## src/rtl/fb_bram_arbiter.sv

```systemverilog
// Frame-buffer BRAM arbiter: the scanout reader has strict priority, and a
// valid/ready pixel writer is guaranteed a slot after STARVE_MAX stalled cycles.
module fb_bram_arbiter #(
  parameter int HSIZE      = 640,
  parameter int VSIZE      = 480,
  parameter int AW         = 19,
  parameter int DW         = 16,
  parameter int STARVE_MAX = 8
) (
  input  logic          CLK,
  input  logic          RESET,
  input  logic          rd_req,
  input  logic [AW-1:0] rd_addr,
  output logic [DW-1:0] rd_data,
  output logic          rd_valid,
  output logic          rd_miss,
  input  logic          wr_valid,
  output logic          wr_ready,
  input  logic [AW-1:0] wr_addr,
  input  logic [DW-1:0] wr_data,
  output logic          err_oob,
  output logic [15:0]   miss_cnt,
  output logic          bram_en,
  output logic          bram_we,
  output logic [AW-1:0] bram_addr,
  output logic [DW-1:0] bram_wdata,
  input  logic [DW-1:0] bram_rdata
);

  localparam logic [AW:0] PIX_LIMIT  = (AW+1)'(HSIZE * VSIZE);
  localparam logic [7:0]  STARVE_LIM = 8'(STARVE_MAX);

  logic [7:0]    starve_cnt_reg, starve_cnt_next;
  logic          force_wr, grant_wr, grant_rd, drop_rd, wr_oob;
  logic          bram_en_reg, bram_we_reg, err_oob_reg;
  logic [AW-1:0] bram_addr_reg;
  logic [DW-1:0] bram_wdata_reg, rd_data_reg;
  logic          rd_s1_reg, rd_s2_reg, rd_valid_reg;
  logic          miss_s1_reg, miss_s2_reg, rd_miss_reg;
  logic [15:0]   miss_cnt_reg;

  assign force_wr = (starve_cnt_reg == STARVE_LIM);
  assign wr_ready = !rd_req || force_wr;

  // Every write transfer is a write grant; a read only wins when no write does.
  assign grant_wr = wr_valid && wr_ready;
  assign grant_rd = rd_req && !grant_wr;
  assign drop_rd  = rd_req && grant_wr;
  assign wr_oob   = ({1'b0, wr_addr} >= PIX_LIMIT);

  always_comb begin
    starve_cnt_next = starve_cnt_reg;
    if (!wr_valid || grant_wr)
      starve_cnt_next = 8'd0;
    else if (starve_cnt_reg < STARVE_LIM)
      starve_cnt_next = starve_cnt_reg + 8'd1;
  end

  always_ff @(posedge CLK or posedge RESET) begin
    if (RESET) begin
      starve_cnt_reg <= 8'd0;
      bram_en_reg    <= 1'b0;
      bram_we_reg    <= 1'b0;
      bram_addr_reg  <= '0;
      bram_wdata_reg <= '0;
      err_oob_reg    <= 1'b0;
      rd_s1_reg      <= 1'b0;
      rd_s2_reg      <= 1'b0;
      rd_valid_reg   <= 1'b0;
      rd_data_reg    <= '0;
      miss_s1_reg    <= 1'b0;
      miss_s2_reg    <= 1'b0;
      rd_miss_reg    <= 1'b0;
      miss_cnt_reg   <= 16'd0;
    end else begin
      starve_cnt_reg <= starve_cnt_next;
      bram_en_reg    <= grant_rd || (grant_wr && !wr_oob);
      bram_we_reg    <= grant_wr && !wr_oob;
      err_oob_reg    <= grant_wr && wr_oob;
      if (grant_rd) begin
        bram_addr_reg <= rd_addr;
      end else if (grant_wr && !wr_oob) begin
        bram_addr_reg  <= wr_addr;
        bram_wdata_reg <= wr_data;
      end

      // Stage 1 drives the BRAM port, stage 2 waits out its read latency.
      rd_s1_reg    <= grant_rd;
      rd_s2_reg    <= rd_s1_reg;
      rd_valid_reg <= rd_s2_reg;
      if (rd_s2_reg)
        rd_data_reg <= bram_rdata;

      miss_s1_reg <= drop_rd;
      miss_s2_reg <= miss_s1_reg;
      rd_miss_reg <= miss_s2_reg;
      if (miss_s2_reg && miss_cnt_reg != 16'hFFFF)
        miss_cnt_reg <= miss_cnt_reg + 16'd1;
    end
  end

  assign bram_en    = bram_en_reg;
  assign bram_we    = bram_we_reg;
  assign bram_addr  = bram_addr_reg;
  assign bram_wdata = bram_wdata_reg;
  assign err_oob    = err_oob_reg;
  assign rd_valid   = rd_valid_reg;
  assign rd_data    = rd_data_reg;
  assign rd_miss    = rd_miss_reg;
  assign miss_cnt   = miss_cnt_reg;

endmodule

```

## config.mk

```make
export PLATFORM = sky130hd
export DESIGN_NAME = fb_bram_arbiter
export DESIGN_NICKNAME = d
export VERILOG_FILES = /design/src/rtl/fb_bram_arbiter.sv
export SDC_FILE = /design/constraint.sdc
export NUM_CORES = 1
export LEC_CHECK = 0
export CORE_MARGIN = 3
export CORE_UTILIZATION = 46
export DETAILED_ROUTE_END_ITERATION = 8
export PLACE_DENSITY_LB_ADDON = 0.2
export SLEW_MARGIN = 20
export SYNTH_ARGS = -nofsm -noshare
export SYNTH_HDL_FRONTEND = slang
export SYNTH_SLANG_ARGS = --single-unit
```

## constraint.sdc

```tcl
create_clock -name CLK -period 5.7 [get_ports CLK]
set_input_delay 0.57 -clock CLK [delete_from_list [all_inputs] [get_ports CLK]]
set_output_delay 0.57 -clock CLK [all_outputs]
set_load 0.02 [all_outputs]
```

==> results of run 1 <==
==> worst paths after layout <==
path                            endpoint              start  cells after the start
max                             wr_ready  starve_cnt_reg[7]                      4
max reg2reg                bram_addr[17]  starve_cnt_reg[0]                      7
max in group asynchronous   bram_addr[3]              RESET                      3
min in group asynchronous   miss_cnt[13]              RESET                      3
min                          miss_s2_reg        miss_s1_reg                      0
min reg2reg                  miss_s2_reg        miss_s1_reg                      0
==> cells by family (layout without fill, tap and decap cells) <==
| group | after synthesis | in the layout |
|---|---|---|
| mux | 33 | 33 |
| xor+xnor | 13 | 13 |
| flops | 84 | 84 |
| simple gates | 73 | 73 |
| buf+inv | 17 | 171 |
| fa+ha+maj | 3 | 3 |
| compound gates | 42 | 42 |
==> layer usage <==
| metal | track usage | routed length, um | vias up |
|---|---|---|---|
| li1 | - | - | 1255 |
| met1 | 0.239 | 3310 | 1294 |
| met2 | 0.328 | 4350 | 97 |
| met3 | 0.0502 | 533 | 9 |
| met4 | 0.0433 | 67 | 0 |
| met5 | 0 | 0 | - |
==> worst max-delay path, cell delays in order (launching register included) <==
cell             delay, ns
dfrtp_1               0.42
nor4_4                0.42
nand4b_1              0.22
nand2_1               0.11
clkdlybuf4s50_1       0.61
==> Yosys cell counts, types with 4 or more instances <==
| cell | number |
|---|---|
| and3_1 | 6 |
| mux2_2 | 32 |
| inv_1 | 5 |
| a221o_1 | 16 |
| nor2_1 | 13 |
| dfrtp_1 | 84 |
| a21oi_1 | 7 |
| xor2_1 | 8 |
| buf_6 | 5 |
| and2_1 | 12 |
| nand4_1 | 4 |
| nand2_1 | 7 |
| and2_0 | 6 |
| xnor2_1 | 5 |
==> cells in the final DEF, fill, tap and decap left out, drive strengths merged, types with 8 or more instances in the layout <==
master / Yosys / routed
nand2: 8 / 8
a221o: 16 / 16
clkdlybuf4s50: 0 / 146
xor2: 8 / 8
nor2: 13 / 13
a21oi: 8 / 8
mux2: 33 / 33
and2: 19 / 19
clkbuf: 2 / 11
dfrtp: 84 / 84
==> layout make-up <==
type / count / area (um2)
inverter: 8 / 38.8
multi-input combinational: 164 / 1370
fill: 524 / 2120
timing repair buffer: 147 / 1470
clock inverter: 5 / 37.5
tap: 99 / 124
sequential: 84 / 2100
clock buffer: 11 / 141
==> through the flow <==
step,hold slack [ns],setup WS (ns)
finish,0.345,3.02
global route,0.350,2.85
CTS,0.349,3.00
detailed placement,0.335,3.20
global placement,0.337,3.27
floorplan,0.331,2.96
==> power breakdown <==
part / internal [mW] / total, mW / switching [mW]
Clock: 0.171 / 0.378 / 0.206
Combinational: 0.176 / 0.312 / 0.136
Sequential: 0.647 / 0.679 / 0.0321
==> flow_summary_export.csv, run 1 <==
group,metric,value,unit
synthesis,muxShareOfSynthArea,0.103,
synthesis,syn_nets,342,
clock_network,clkSinkCount,84,
synthesis,synth-xor-area-share,0.0317,
drt,drc,0,
layout,post-route-util,0.714,
synthesis,synth_warnings,0,
layout,areaGrowthSynthToFinish,47.1,%
status,status,"complete, no violations",
synthesis,synth_area_per_cell,13.6,um2
clock_network,cts_tree,"built",
sta,rsz0062_at_grt,"false",
synthesis,synth_top_area_share,0.585,
synthesis,syn_area,0.00359,mm2
synthesis,synth_cell_types,51,
die,die_h,94.4,um
drt,ant_nets,0,
place,post_dp_cell_area,0.00511,mm2
grt,antenna_found_initial,0,
place,hpwl,6200,um
grt,track_usage,0.190,
sta,worst_pin_slew,0.734,ns
sta,hold_viol_final,0,
synthesis,synth-main-ff-cell,"dfrtp_1",
sta,slew_viol_final,0,
grt,grt_pass1_vias,2733,
power,fin_total_pwr,1.37,mW
power,power.density,259,mW/mm2
die,core,0.00741,mm2
place,gp_congestion,0.884,
run,cap_violations,0,
clock_network,h-tree-depth,3,
clock_network,clkTransAtPathRegs,0.08,ns
sta,fin_skew,0.00966,ns
power,power.leakage,2.27,nW
layout,antenna_cells_inserted,0,
synthesis,synthCells,265,
die,rows,31,
grt,grt-ovfl-total,0,
setup_path,timing_worst_setup_path_type,"register to output pin",
drt,drt-pass1-iter-count,4,
clock_network,cts_resized,0,
setup_path,r2r_slack,3.62,ns
clock_network,cts_inserted_buffers,9,
layout,drive_gt1_frac,0.162,
layout,final_area,0.00529,mm2
drt,routed_wl,8270,um
drt,wire_per_inst,16.0,um
setup_path,cp_max_fo,5,
synthesis,yosys-top-cells-area,"dfrtp_1 (58%), mux2_2 (10%), a221o_1 (4.5%)",
drt,drt_iter0_drc,63,
sta,finalSetupTns,0,ns
die,io_pins,147,
power,ir_worst_vdd,0.000114,V
sta,min_period,2.68,ns
drt,viasPerCell,5.13,
setup_path,cp-end-kind,"output pin",
layout,fin_nets,491,
grt,grt_pass1_wl,13200,um
sta,slew_headroom,0.511,
synthesis,synth_top_family_by_area,"simple AND/OR/NAND/NOR gates",
synthesis,yosys.area.top_type,"dfrtp_1",
die,die_w,94.4,um
synthesis,synth_edf_count,0,
synthesis,synth-compound-area-share,0.106,
sta,setup_viol,0,
layout,largest_reg_flops,19,
synthesis,async_flop_share,1.00,
clock_network,clock-root-buffer,"clkbuf_8",
clock_network,clockBufferDepth,2,
clock_network,clock_latency,0.34,ns
worst_hold_path,hp-class,"register to register",
sta,fmax,373,MHz
layout,instances_no_fill,518,
synthesis,ys_seq_area_frac,0.585,
setup_path,cp-start-kind,"register",
die,start_util,0.485,
die,dieArea,0.00891,mm2
setup_path,crit_arrival,2.11,ns
synthesis,ys_ff_latch,84,
place,port_buffers,146,
clock_network,cts.hold.buffers_added,0,
sta,period_share,0.471,
place,place_inst,502,
grt,grt_max_degree,85,
setup_path,required,5.13,ns
drt,vias,2655,
synthesis,synth_adder_area_share,0.0104,
clock_network,post_cts_buffers,0,
synthesis,synth-simple-area-share,0.131,
Note: power is estimated with default switching activity, not from simulation.
==> run 2: changes to the inputs <==
Settings changed: CORE_UTILIZATION 46 to 43.
Clock period 5.7 ns to 2.7 ns, I/O delays scaled along.
==> flow_summary_export.csv, run 2 (synthesized netlist as in run 1, its figures left out) <==
group,metric,value,unit
clock_network,clkTransAtPathRegs,0.08,ns
die,rows,32,
drt,viasPerCell,5.18,
sta,rsz0062_at_grt,"false",
power,ir_worst_vdd,0.000286,V
layout,fin_nets,493,
layout,drive_gt1_frac,0.166,
setup_path,critPathLaunch,"starve_cnt_reg[7]",
setup_path,timing_worst_setup_path_type,"register to output pin",
clock_network,cts_resized,0,
grt,antenna_found_initial,0,
setup_path,crit_arrival,2.17,ns
grt,grt-ovfl-total,0,
sta,period_share,0.905,
clock_network,h-tree-depth,3,
layout,final_common_cell,"clkdlybuf4s50_1",
place,port_buffers,146,
setup_path,cp_max_fo,5,
place,place_ws,0.590,ns
sta,hold_viol_final,0,
grt,grt_max_degree,42,
sta,fmax,409,MHz
layout,post-route-util,0.674,
sta,slew_viol_final,0,
place,post_dp_cell_area,0.00514,mm2
setup_path,r2r-start,"starve_cnt_reg[0]",
grt,grt_pass1_wl,14500,um
clock_network,clock_latency,0.34,ns
layout,areaGrowthSynthToFinish,48.6,%
clock_network,clock-root-buffer,"clkbuf_8",
place,place_inst,507,
layout,final_area,0.00534,mm2
drt,wire_per_inst,16.6,um
sta,worst_pin_slew,0.640,ns
drt,routed_wl,8700,um
setup_path,rr_worst_depth,8,
sta,slew_headroom,0.573,
grt,grt_pass1_vias,2791,
grt,track_usage,0.189,
drt,drc,0,
sta,finalSetupTns,0,ns
drt,vias,2708,
drt,drt_iter0_drc,115,
clock_network,cts_tree,"built",
power,power.density,562,mW/mm2
sta,setup_ws,0.257,ns
die,die_h,97.4,um
worst_hold_path,hp-class,"input pin to asynchronous set/reset pin",
drt,drt-pass1-iter-count,4,
clock_network,cts_inserted_buffers,9,
die,dieArea,0.00949,mm2
clock_network,clkSinkCount,84,
setup_path,cp-end-kind,"output pin",
die,die_w,97.4,um
setup_path,cp-start-kind,"register",
layout,largest_reg_flops,19,
place,gp_congestion,0.865,
place,hpwl,6590,um
clock_network,post_cts_buffers,0,
setup_path,required,2.43,ns
layout,instances_no_fill,523,
sta,min_period,2.44,ns
drt,ant_nets,0,
sta,fin_skew,0.00842,ns
status,status,"complete, no violations",
sta,setup_viol,0,
setup_path,reg2reg_to,"bram_addr[6]",
power,power.leakage,2.30,nW
setup_path,crit_end,"wr_ready",
die,io_pins,147,
die,start_util,0.453,
setup_path,r2r_slack,0.71,ns
run,cap_violations,0,
die,core,0.00793,mm2
clock_network,cts.hold.buffers_added,0,
layout,layout_common_cells,"clkdlybuf4s50_1 (146), dfrtp_1 (84), mux2_2 (32)",
layout,antenna_cells_inserted,0,
clock_network,clockBufferDepth,2,
## run 2: cell count changes in the layout (fill, tap and decap cells not counted)
| cell | delta |
|---|---|
| buf_4 | +2 |
| clkinv_4 | -2 |
| buf_12 | +1 |
| clkinv_2 | +1 |
| clkinvlp_4 | -1 |
| bufinv_16 | +1 |
| buf_6 | -1 |
| clkbuf_8 | +1 |
## run 2: worst min path at each step
stage / endpoint / slack (ns) / depth (start not counted) / from
floorplan: miss_s2_reg / 0.33 / 0 / miss_s1_reg
global placement: rd_s2_reg / 0.33 / 0 / rd_s1_reg
detailed placement: rd_s2_reg / 0.33 / 0 / rd_s1_reg
CTS: rd_data[3] / 0.23 / 2 / RESET
global route: rd_data[3] / 0.27 / 2 / RESET
finish: rd_data[11] / 0.23 / 2 / RESET
## run 2: per-stage QoR
stage / power [mW] / hold slack (ns)
finish: 3.00 / 0.228
global route: 3.13 / 0.275
CTS: 3.04 / 0.227
detailed placement: 2.13 / 0.335
global placement: 2.12 / 0.334
floorplan: 1.76 / 0.331
## run 2: power breakdown
part	switching, mW	internal (mW)
clock network	0.426	0.476
logic	0.292	0.376
registers	0.0673	1.37
total	0.785	2.22
## run 2: area by class of cell
type	instances	area [um2]
clock buffers	12	155
clock inverters	4	47.5
fillers	635	2590
inverters	8	38.8
multi-input cells	164	1370
flip-flops and latches	84	2100
well taps	102	128
repair buffers	149	1500
## run 2: worst max-delay path: stages, from the launching register on
cell and delay (ns):
dfrtp_1 0.43, nor4_4 0.44, nand4b_1 0.23, nand2_1 0.12, clkdlybuf4s50_1 0.61
## run 2: per-layer routing
metal	routed length, um	vias up	track usage
li1	-	1266	-
met1	3670	1318	0.248
met2	4230	114	0.299
met3	663	10	0.0596
met4	133	0	0.0596
met5	0	-	0
